--- src/rtl/stack_shiftreg.sv ---
// rtl/stack_shiftreg.sv - LIFO operand stack as a word-wide shift register, entry 0 is top.
// Optional ROT op (110) is enabled by defining STACK_SHIFTREG_ROT_EN; otherwise 110 is a NOP.
module stack_shiftreg #(
  parameter int WIDTH = 4,
  parameter int DEPTH = 8,
  localparam int CW   = $clog2(DEPTH + 1)
) (
  input  logic             clk,
  input  logic             rst,
  input  logic             en,
  input  logic [2:0]       op,
  input  logic [WIDTH-1:0] din,
  output logic [WIDTH-1:0] tos,
  output logic [WIDTH-1:0] nos,
  output logic [CW-1:0]    count,
  output logic             empty,
  output logic             full,
  output logic             err
);

  localparam logic [2:0] OP_NOP    = 3'b000;
  localparam logic [2:0] OP_PUSH   = 3'b001;
  localparam logic [2:0] OP_POP    = 3'b010;
  localparam logic [2:0] OP_DUP    = 3'b011;
  localparam logic [2:0] OP_SWAP   = 3'b100;
  localparam logic [2:0] OP_OVER   = 3'b101;
  localparam logic [2:0] OP_ROT    = 3'b110;
  localparam logic [2:0] OP_CLRERR = 3'b111;

  logic [WIDTH-1:0] e_q [DEPTH];
  logic [WIDTH-1:0] e_d [DEPTH];
  logic [CW-1:0]    count_q, count_d;
  logic             err_q, err_d;

  logic             has1, has2, room;
  logic             do_push;
  logic [WIDTH-1:0] push_val;

  assign has1 = (count_q >= CW'(1));
  assign has2 = (count_q >= CW'(2));
  assign room = (count_q <  CW'(DEPTH));

  always_comb begin
    for (int i = 0; i < DEPTH; i++) e_d[i] = e_q[i];
    count_d  = count_q;
    err_d    = err_q;
    do_push  = 1'b0;
    push_val = din;

    if (en) begin
      case (op)
        OP_NOP: ;
        OP_PUSH: begin
          if (room) do_push = 1'b1;
          else      err_d   = 1'b1;
        end
        OP_POP: begin
          if (has1) begin
            for (int i = 0; i < DEPTH - 1; i++) e_d[i] = e_q[i+1];
            e_d[DEPTH-1] = '0;
            count_d      = count_q - CW'(1);
          end else begin
            err_d = 1'b1;
          end
        end
        OP_DUP: begin
          push_val = e_q[0];
          if (has1 && room) do_push = 1'b1;
          else              err_d   = 1'b1;
        end
        OP_SWAP: begin
          if (has2) begin
            e_d[0] = e_q[1];
            e_d[1] = e_q[0];
          end else begin
            err_d = 1'b1;
          end
        end
        OP_OVER: begin
          push_val = e_q[1];
          if (has2 && room) do_push = 1'b1;
          else              err_d   = 1'b1;
        end
`ifdef STACK_SHIFTREG_ROT_EN
        OP_ROT: begin
          if (count_q >= CW'(3)) begin
            e_d[0] = e_q[2];
            e_d[1] = e_q[0];
            e_d[2] = e_q[1];
          end else begin
            err_d = 1'b1;
          end
        end
`endif
        OP_CLRERR: err_d = 1'b0;
        default: ;
      endcase
    end

    // A rejected push never reaches here, so the bottom entry shifted out is always invalid (zero).
    if (do_push) begin
      for (int i = DEPTH - 1; i > 0; i--) e_d[i] = e_q[i-1];
      e_d[0]  = push_val;
      count_d = count_q + CW'(1);
    end
  end

  always_ff @(posedge clk) begin
    if (rst) begin
      for (int i = 0; i < DEPTH; i++) e_q[i] <= '0;
      count_q <= '0;
      err_q   <= 1'b0;
    end else begin
      for (int i = 0; i < DEPTH; i++) e_q[i] <= e_d[i];
      count_q <= count_d;
      err_q   <= err_d;
    end
  end

  assign tos   = e_q[0];
  assign nos   = e_q[1];
  assign count = count_q;
  assign empty = (count_q == '0);
  assign full  = (count_q == CW'(DEPTH));
  assign err   = err_q;

endmodule

--- config.mk ---
export PLATFORM = sky130hd
export DESIGN_NAME = stack_shiftreg
export DESIGN_NICKNAME = d
export VERILOG_FILES = /design/src/rtl/stack_shiftreg.sv
export SDC_FILE = /design/constraint.sdc
export NUM_CORES = 1
export LEC_CHECK = 0
export ABC_AREA = 1
export ABC_CLOCK_PERIOD_IN_PS = 4400
export CORE_ASPECT_RATIO = 0.9
export CORE_UTILIZATION = 55
export CTS_CLUSTER_DIAMETER = 200
export DETAILED_ROUTE_END_ITERATION = 10
export PLACE_DENSITY_LB_ADDON = 0.1
export SYNTH_ARGS = -nofsm -noshare
export SYNTH_HDL_FRONTEND = slang
export SYNTH_SLANG_ARGS = --single-unit
--- constraint.sdc ---
create_clock -name clk -period 4.4 [get_ports clk]
set_clock_uncertainty 0.15 [all_clocks]
set_input_delay 0.44 -clock clk [delete_from_list [all_inputs] [get_ports clk]]
set_output_delay 0.44 -clock clk [all_outputs]
set_load 0.02 [all_outputs]
==> results.sh, run 1 <==
export IMPL_finalCritPeriodShare=0.6237
export IMPL_cp_arrival_ns=2.73
export IMPL_status="complete, no violations"
export IMPL_first_global_vias=1629
export IMPL_critPathKind="input port to flip-flop"
export IMPL_chipWidth_um=68.62
export IMPL_initial_utilization=0.5807
export IMPL_fin_util=0.6435
export IMPL_area_growth_synth_to_final_pct=10.82
export IMPL_cts_hold_buffers_added=0
export IMPL_startpoint="en"
export IMPL_syn_area_per_cell_um2=6.172
export IMPL_pre_cts_ws_ns=1.413
export IMPL_post_cts_buffers=0
export IMPL_cts_tree="built"
export IMPL_min_path_cells=2
export IMPL_met1Wirelength_um=2385
export IMPL_cp_max_fo=28
export IMPL_dieArea_um2=4252
export IMPL_dp_cells=404
export IMPL_final_hold_violation_count=0
export IMPL_tightest_slew_ns=0.9340
export IMPL_p_switching_uw=238.0
export IMPL_synthAdderAreaFrac=0.02847
export IMPL_vdd_ir_drop_max_v=0.0001875
export IMPL_min_period_ns=2.744
export IMPL_rsz0062_at_grt="false"
export IMPL_coreArea_um2=3784
export IMPL_max_freq_ghz=0.3644
export IMPL_max_cap_violations=0
export IMPL_ant_nets=0
export IMPL_clkSinkCount=37
export IMPL_htree_levels=2
export IMPL_clock_tree_root_cell="clkbuf_8"
export IMPL_routedWlPerCell_um=11.26
export IMPL_required_ns=4.39
export IMPL_vias=2071
export IMPL_report_power_total_uw=763.8
export IMPL_start_kind="input port"
export IMPL_clk_latency_ns=0.28
export IMPL_r2r_start="count[0]$_SDFFE_PP0P_"
export IMPL_pwr_density_cell_nw_per_um2=313.7
export IMPL_antenna_found_initial=0
export IMPL_cts_resized=0
export IMPL_synthCells=356
export IMPL_globalRouteOverflowTotal=0
export IMPL_grt_max_degree=50
export IMPL_yosys_warnings=0
export IMPL_dpl_cell_area_um2=2352
export IMPL_synth_top_family_by_area="simple AND/OR/NAND/NOR gates"
export IMPL_slew_headroom=0.3756
export IMPL_netlist_area_um2=2197
export IMPL_finalSetupTns_ns=0
export IMPL_highest_layer="met4"
export IMPL_ios=25
export IMPL_holdWs_ns=0.3092
export IMPL_gp_congestion=0.8396
export IMPL_comb_power_share=0.222
export IMPL_synth_xor_area_frac=0
export IMPL_slew_viol_final=0
export IMPL_wl_met3_um=181
export IMPL_final_setup_worst_slack_ns=1.656
export IMPL_hp_class="flip-flop to flip-flop"
export IMPL_clk_pin_slew_worst_paths_ns=0.07
export IMPL_drive_gt1_frac=0.04372
export IMPL_p_int_uw=525.8
export IMPL_drtIter0Drc=148
export IMPL_design_area_um2=2435
export IMPL_drc=0
export IMPL_grt_pass1_wl_um=7479
export IMPL_synthSimpleGateAreaFrac=0.4055
export IMPL_fin_cells=412
export IMPL_yosysSeqAreaShare=0.3371
export IMPL_setup_viol=0
export IMPL_fillers=381
export IMPL_synth_seq_cells=37
export IMPL_synth_compound_area_share=0.09226
export IMPL_mostFrequentLayoutCells="nand2_1, nor2_1, inv_1, nand3_1, dfxtp_1"
export IMPL_port_buffers=24
export IMPL_synth_cell_types=22
export IMPL_worstHoldStart="err$_SDFFE_PP0P_"
export IMPL_dpl_hpwl_um=3215
export IMPL_synthMuxAreaShare=0
export IMPL_r2r_cells=10
export IMPL_drt_pass1_iterations=4
export IMPL_dr_wl_met2_um=2030
export IMPL_clockBufferDepth=2
export IMPL_end_kind="flip-flop"
export IMPL_wl_um=4638
export IMPL_seq_power_share=0.481
export IMPL_final_common_cell="nand2_1"
export IMPL_n_antenna_cell=0
export IMPL_die_h_um=61.96
export IMPL_p_leak_nw=1.026
export IMPL_p_sw_frac=0.3116
export IMPL_power_frac_clock=0.297
export IMPL_cts_buffers=5
export IMPL_syn_nets=371
export IMPL_final_nets=380
export IMPL_grt_usage=0.2390
export IMPL_via_per_inst=5.027
export IMPL_rows=21
-- power by group through the flow --
stage	registers (mW)	logic (mW)	clock network, mW
after floorplan	0.375	0.124	0
after global placement	0.376	0.167	0
after detailed placement	0.376	0.169	0
after CTS	0.368	0.170	0.233
after global routing	0.371	0.189	0.250
final	0.368	0.170	0.227
-- worst max-delay path: stages --
cell,delay (ns)
clkdlybuf4s50_1,0.80
nand3_1,0.76
nand2_1,0.43
inv_1,0.15
nand2_1,0.08
a21oi_1,0.05
-- path summary, 6_finish.rpt --
check | endpoint | slack [ns]
worst max-delay path | e_q[1][12]$_SDFFE_PP0P_ | 1.66
worst min-delay path | err$_SDFFE_PP0P_ | 0.31
worst max register to register | e_q[1][12]$_SDFFE_PP0P_ | 1.67
worst min register to register | err$_SDFFE_PP0P_ | 0.31
-- layer usage --
layer / track usage / up-vias
met4: 0.05357 / 0
met3: 0.06752 / 5
met2: 0.3683 / 38
met5: 0 / -
li1: - / 1130
met1: 0.3308 / 898
-- cells by family (layout without fill, tap and decap cells) --
family                   count (synthesis)  count (layout)
adder cells (fa/ha/maj)                  5               5
buffers and inverters                   63              73
flip-flops                              37              37
AO/OA/AOI/OAI                           39              39
AND/OR/NAND/NOR                        212             212
-- synthesized netlist by cell type --
cell | n | share of area
a211oi_2 | 1 | 0.0057
a21oi_1 | 20 | 0.046
buf_2 | 6 | 0.014
buf_4 | 9 | 0.031
buf_6 | 3 | 0.015
clkbuf_1 | 5 | 0.0085
dfxtp_1 | 37 | 0.34
ha_1 | 5 | 0.028
inv_1 | 39 | 0.067
inv_2 | 1 | 0.0017
nand2_1 | 83 | 0.14
nand2_2 | 2 | 0.0057
nand3_1 | 39 | 0.089
nand3_2 | 2 | 0.0091
nand4_1 | 4 | 0.011
nor2_1 | 76 | 0.13
nor2_2 | 1 | 0.0028
nor2_4 | 1 | 0.0051
nor3_1 | 2 | 0.0046
nor3b_1 | 1 | 0.0034
nor4_1 | 1 | 0.0028
o21ai_0 | 18 | 0.041
-- state kept, by name (all words and copies together), names as in the netlist --
signal	count
count	4
err	1
e_q	32
-- layout make-up --
class,count,area [um2],share of cell area
flip-flops and latches,37,740.7,0.3042
repair buffers,25,247.7,0.1017
multi-input cells,256,1156,0.4748
well taps,46,57.56,0.02364
clock buffers,6,72.57,0.02980
inverters,40,150.1,0.06166
clock inverters,2,10.01,0.004111
No activity file was read; power rests on OpenSTA's default activity.
==> run 2, diff against run 1 <==
ABC_CLOCK_PERIOD_IN_PS = 2600   (was 4400)
clock period = 2.6 ns   (was 4.4 ns; I/O delays follow)
==> results.sh, run 2 (same netlist as run 1, synthesis figures left out) <==
export IMPL_chipWidth_um=68.62
export IMPL_required_ns=2.69
export IMPL_vias=2119
export IMPL_clock_tree_root_cell="clkbuf_8"
export IMPL_dieArea_um2=4252
export IMPL_pwr_density_cell_nw_per_um2=544.0
export IMPL_ios=25
export IMPL_critPathKind="flip-flop to flip-flop"
export IMPL_cp_arrival_ns=2.34
export IMPL_ant_nets=0
export IMPL_slew_viol_final=0
export IMPL_rows=21
export IMPL_grt_usage=0.2402
export IMPL_drc=0
export IMPL_rsz0062_at_grt="false"
export IMPL_slew_headroom=0.6491
export IMPL_max_cap_violations=0
export IMPL_fin_util=0.6584
export IMPL_p_sw_frac=0.3004
export IMPL_cts_resized=0
export IMPL_end_kind="flip-flop"
export IMPL_clk_latency_ns=0.29
export IMPL_dpl_hpwl_um=3263
export IMPL_first_global_vias=1757
export IMPL_antenna_found_initial=0
export IMPL_largest_register_ffs=32
export IMPL_cts_tree="built"
export IMPL_hp_class="flip-flop to flip-flop"
export IMPL_setup_viol=0
export IMPL_final_common_cell="nand2_1"
export IMPL_final_nets=385
export IMPL_via_per_inst=5.082
export IMPL_p_switching_uw=407.1
export IMPL_clk_pin_slew_worst_paths_ns=0.07
export IMPL_fillers=373
export IMPL_power_frac_clock=0.324
export IMPL_p_leak_nw=1.059
export IMPL_cts_buffers=5
export IMPL_final_hold_violation_count=0
export IMPL_routedWlPerCell_um=11.24
export IMPL_area_growth_synth_to_final_pct=13.38
export IMPL_drtIter0Drc=138
export IMPL_drt_pass1_iterations=5
export IMPL_grt_max_degree=29
export IMPL_finalSetupTns_ns=0
export IMPL_port_buffers=24
export IMPL_dpl_cell_area_um2=2390
export IMPL_cp_max_fo=13
export IMPL_p_int_uw=948.0
export IMPL_initial_utilization=0.5807
export IMPL_min_period_ns=2.259
export IMPL_globalRouteOverflowTotal=0
export IMPL_grt_pass1_wl_um=7665
export IMPL_gp_congestion=0.8611
export IMPL_htree_levels=2
export IMPL_design_area_um2=2491
export IMPL_clkSinkCount=37
export IMPL_max_freq_ghz=0.4426
export IMPL_cts_hold_buffers_added=0
export IMPL_layout_area_seq_um2=740.7
export IMPL_clockBufferDepth=2
export IMPL_drive_gt1_frac=0.05930
export IMPL_die_h_um=61.96
export IMPL_finalCritPeriodShare=0.8689
export IMPL_mostFrequentLayoutCells="nand2_1, nor2_1, inv_1, nand3_1, dfxtp_1"
export IMPL_tightest_slew_ns=0.5257
export IMPL_post_cts_buffers=0
export IMPL_comb_power_share=0.216
export IMPL_coreArea_um2=3784
export IMPL_multi_input_area_um2=1156
export IMPL_start_kind="flip-flop"
export IMPL_status="complete, no violations"
export IMPL_seq_power_share=0.460
export IMPL_top_register="e_q"
export IMPL_n_antenna_cell=0
export IMPL_wl_um=4689
export IMPL_vdd_ir_drop_max_v=0.0003814
run 2: cell count changes in the layout (fill, tap and decap cells not counted), sizes merged:
cell,previous run,this run
clkinv,2,1
clkbuf,6,7
buf,1,6
run 2: worst max-delay path, stage by stage (launching register included):
cell and delay [ns]:
dfxtp_1 0.45, inv_1 0.16, ha_1 0.24, inv_1 0.05, nor2_1 0.05, nand3_1 0.06
nand2_1 0.08, nand2_2 0.11, nand3_2 0.17, inv_1 0.38, nand2_1 0.10, nand3_1 0.10
nand2_1 0.05, inv_1 0.06
run 2: worst paths after layout:
path / startpoint / end / slack (ns) / depth (start not counted)
max reg2reg: count[0]$_SDFFE_PP0P_ / e_q[1][5]$_SDFFE_PP0P_ / 0.34 / 13
min reg2reg: err$_SDFFE_PP0P_ / err$_SDFFE_PP0P_ / 0.31 / 2
max: count[0]$_SDFFE_PP0P_ / e_q[1][5]$_SDFFE_PP0P_ / 0.34 / 13
min: err$_SDFFE_PP0P_ / err$_SDFFE_PP0P_ / 0.31 / 2
run 2: through the flow:
step | instances | worst slack, ns | hold slack [ns] | power (mW)
after CTS | 417 | 0.3524 | 0.3183 | 1.364
after floorplan | 356 | 0.5747 | 0.2901 | 0.8442
final | 417 | 0.3409 | 0.3140 | 1.355
after global placement | 409 | 0.2339 | 0.3035 | 0.9245
after detailed placement | 409 | 0.1957 | 0.3066 | 0.9256
after global routing | 417 | 0.1483 | 0.3363 | 1.427
run 2: cell type report:
type                       count  share of cell area
multi-input combinational    256              0.4641
sequential                    37              0.2973
timing repair buffer          30              0.1145
inverter                      40             0.06027
clock buffer                   7             0.03867
tap                           46             0.02310
clock inverter                 1            0.002009
run 2: metal layers:
metal / wire length [um] / up-vias / GRT usage / part of all wire
met5: 0 / - / 0 / 0
met4: 42 / 0 / 0.06250 / 0.0090
met3: 262 / 7 / 0.04927 / 0.056
met2: 1969 / 56 / 0.3782 / 0.42
met1: 2414 / 918 / 0.3344 / 0.51
li1: - / 1138 / - / -
run 2: power groups by stage:
stage / logic [mW] / clock network [mW] / registers (mW)
2_1_floorplan: 0.210 / 0 / 0.634
3_3_place_gp: 0.289 / 0 / 0.635
3_5_place_dp: 0.290 / 0 / 0.635
4_1_cts: 0.292 / 0.450 / 0.622
5_1_grt: 0.327 / 0.472 / 0.627
6_report: 0.293 / 0.440 / 0.623
==> run 3, diff against run 2 <==
CELL_PAD_IN_SITES_DETAIL_PLACEMENT = 1   (was default)
CELL_PAD_IN_SITES_GLOBAL_PLACEMENT = 1   (was default)
CORE_UTILIZATION = 39   (was 55)
MAX_ROUTING_LAYER = met4   (was default)
SETUP_SLACK_MARGIN = 0.02   (was default)
==> results.sh, run 3 (same netlist as run 1, synthesis figures left out) <==
export IMPL_port_buffers=24
export IMPL_pre_cts_ws_ns=0.1627
export IMPL_finalCritPeriodShare=0.8777
export IMPL_status="complete, no violations"
export IMPL_fillers=768
export IMPL_fin_util=0.4739
export IMPL_design_area_um2=2535
export IMPL_post_cts_buffers=0
export IMPL_start_kind="flip-flop"
export IMPL_clk_latency_ns=0.29
export IMPL_clock_tree_root_cell="clkbuf_8"
export IMPL_cts_hold_buffers_added=0
export IMPL_largest_register_ffs=32
export IMPL_ant_nets=0
export IMPL_report_power_total_mw=1.449
export IMPL_grt_util_met2=0.3333
export IMPL_initial_utilization=0.4108
export IMPL_setup_viol=0
export IMPL_cts_tree="built"
export IMPL_via_per_inst=5.039
export IMPL_p_sw_frac=0.2949
export IMPL_vias=2207
export IMPL_wl_um=5790
export IMPL_use_met1=0.2892
export IMPL_cp_max_fo=27
export IMPL_final_nets=385
export IMPL_end_kind="flip-flop"
export IMPL_seq_power_share=0.429
export IMPL_vdd_ir_drop_max_v=0.0003148
export IMPL_clockBufferDepth=2
export IMPL_final_common_cell="nand2_1"
export IMPL_dpl_cell_area_um2=2416
export IMPL_cts_buffers=5
export IMPL_finalSetupTns_ns=0
export IMPL_mostFrequentLayoutCells="nand2_1, nor2_1, inv_1, nand3_1, dfxtp_1"
export IMPL_p_leak_nw=1.063
export IMPL_grt_max_degree=28
export IMPL_final_hold_violation_count=0
export IMPL_cp_arrival_ns=2.37
export IMPL_ios=25
export IMPL_globalRouteOverflowTotal=0
export IMPL_clkSinkCount=37
export IMPL_first_global_vias=2129
export IMPL_slew_viol_final=0
export IMPL_grt_pass1_wl_um=9666
export IMPL_fin_cells=438
export IMPL_routedWlPerCell_um=13.22
export IMPL_drive_gt1_frac=0.05930
export IMPL_slew_headroom=0.6550
export IMPL_grt_busiest_layer="met2"
export IMPL_dieArea_um2=5938
export IMPL_comb_power_share=0.210
export IMPL_clk_pin_slew_worst_paths_ns=0.08
export IMPL_critPathTopFamily="simple AND/OR/NAND/NOR gates"
export IMPL_critPathKind="flip-flop to flip-flop"
export IMPL_gr_usage_met3=0.03500
export IMPL_drt_pass1_iterations=4
export IMPL_worst_path_max_delay_cell="dfxtp_1"
export IMPL_min_period_ns=2.282
export IMPL_die_h_um=73.21
export IMPL_antenna_found_initial=0
export IMPL_hp_class="flip-flop to flip-flop"
export IMPL_area_growth_synth_to_final_pct=15.38
export IMPL_drtIter0Drc=116
export IMPL_cp_common_cell="nand3_1"
export IMPL_n_antenna_cell=0
export IMPL_p_switching_uw=427.4
export IMPL_gp_congestion=0.8761
export IMPL_max_freq_ghz=0.4382
export IMPL_p_int_mw=1.022
export IMPL_path_buf_inv=3
export IMPL_required_ns=2.69
export IMPL_final_setup_worst_slack_ns=0.3180
export IMPL_cts_resized=0
export IMPL_holdWs_ns=0.3181
export IMPL_grt_usage=0.2160
export IMPL_rows=25
export IMPL_tightest_slew_ns=0.5169
export IMPL_drc=0
export IMPL_coreArea_um2=5349
export IMPL_max_cap_violations=0
export IMPL_dpl_hpwl_um=4158
export IMPL_power_frac_clock=0.360
export IMPL_path_cells="inv_1, ha_1, nor2_1, nand3_1, nand2_1, nand2_2, nand3_2, buf_4, nand3_1, nand3_1, nand2_1, inv_1"
export IMPL_dp_cells=430
export IMPL_chipWidth_um=81.12
export IMPL_top_register="e_q"
export IMPL_max_stage_delay_ns=0.47
export IMPL_htree_levels=2
export IMPL_rsz0062_at_grt="false"
export IMPL_pwr_density_cell_nw_per_um2=571.8
run 3: cell types whose count changed in the layout (fill, tap and decap cells not counted), sizes merged:
cell / change
bufinv: +1
clkinv: -1
run 3: path summary, 6_finish.rpt:
| kind | startpoint | cells past startpoint | slack [ns] | endpoint |
|---|---|---|---|---|
| hold / removal | e_q[1][15]$_SDFFE_PP0P_ | 2 | 0.32 | e_q[1][15]$_SDFFE_PP0P_ |
| hold reg to reg | e_q[1][15]$_SDFFE_PP0P_ | 2 | 0.32 | e_q[1][15]$_SDFFE_PP0P_ |
| setup / recovery | count[1]$_SDFFE_PP0P_ | 12 | 0.32 | e_q[1][6]$_SDFFE_PP0P_ |
| setup reg to reg | count[1]$_SDFFE_PP0P_ | 12 | 0.32 | e_q[1][6]$_SDFFE_PP0P_ |
run 3: power by group through the flow:
stage	Sequential, mW	Clock [mW]	Combinational (mW)
2_1_floorplan	0.634	0	0.210
3_3_place_gp	0.636	0	0.298
3_5_place_dp	0.636	0	0.303
4_1_cts	0.622	0.541	0.307
5_1_grt	0.626	0.559	0.340
6_report	0.622	0.522	0.305
run 3: final cells by class:
| cell class | count | area (um2) | share of cell area |
|---|---|---|---|
| clock buffers | 7 | 86.33 | 0.03406 |
| multi-input cells | 256 | 1159 | 0.4571 |
| repair buffers | 30 | 285.3 | 0.1125 |
| inverters | 40 | 150.1 | 0.05923 |
| clock inverters | 1 | 30.03 | 0.01185 |
| flip-flops and latches | 37 | 740.7 | 0.2922 |
| well taps | 67 | 83.83 | 0.03307 |
run 3: routing by layer:
layer	part of all wire	routed length (um)
met1	0.51	2958
met2	0.46	2650
met3	0.022	128
met4	0.0092	53
met5	0	0
run 3: tightest hold or removal path, stage by stage (launching register included):
cell     delay [ns]
dfxtp_1        0.31
nand2_1        0.06
a21oi_1        0.05
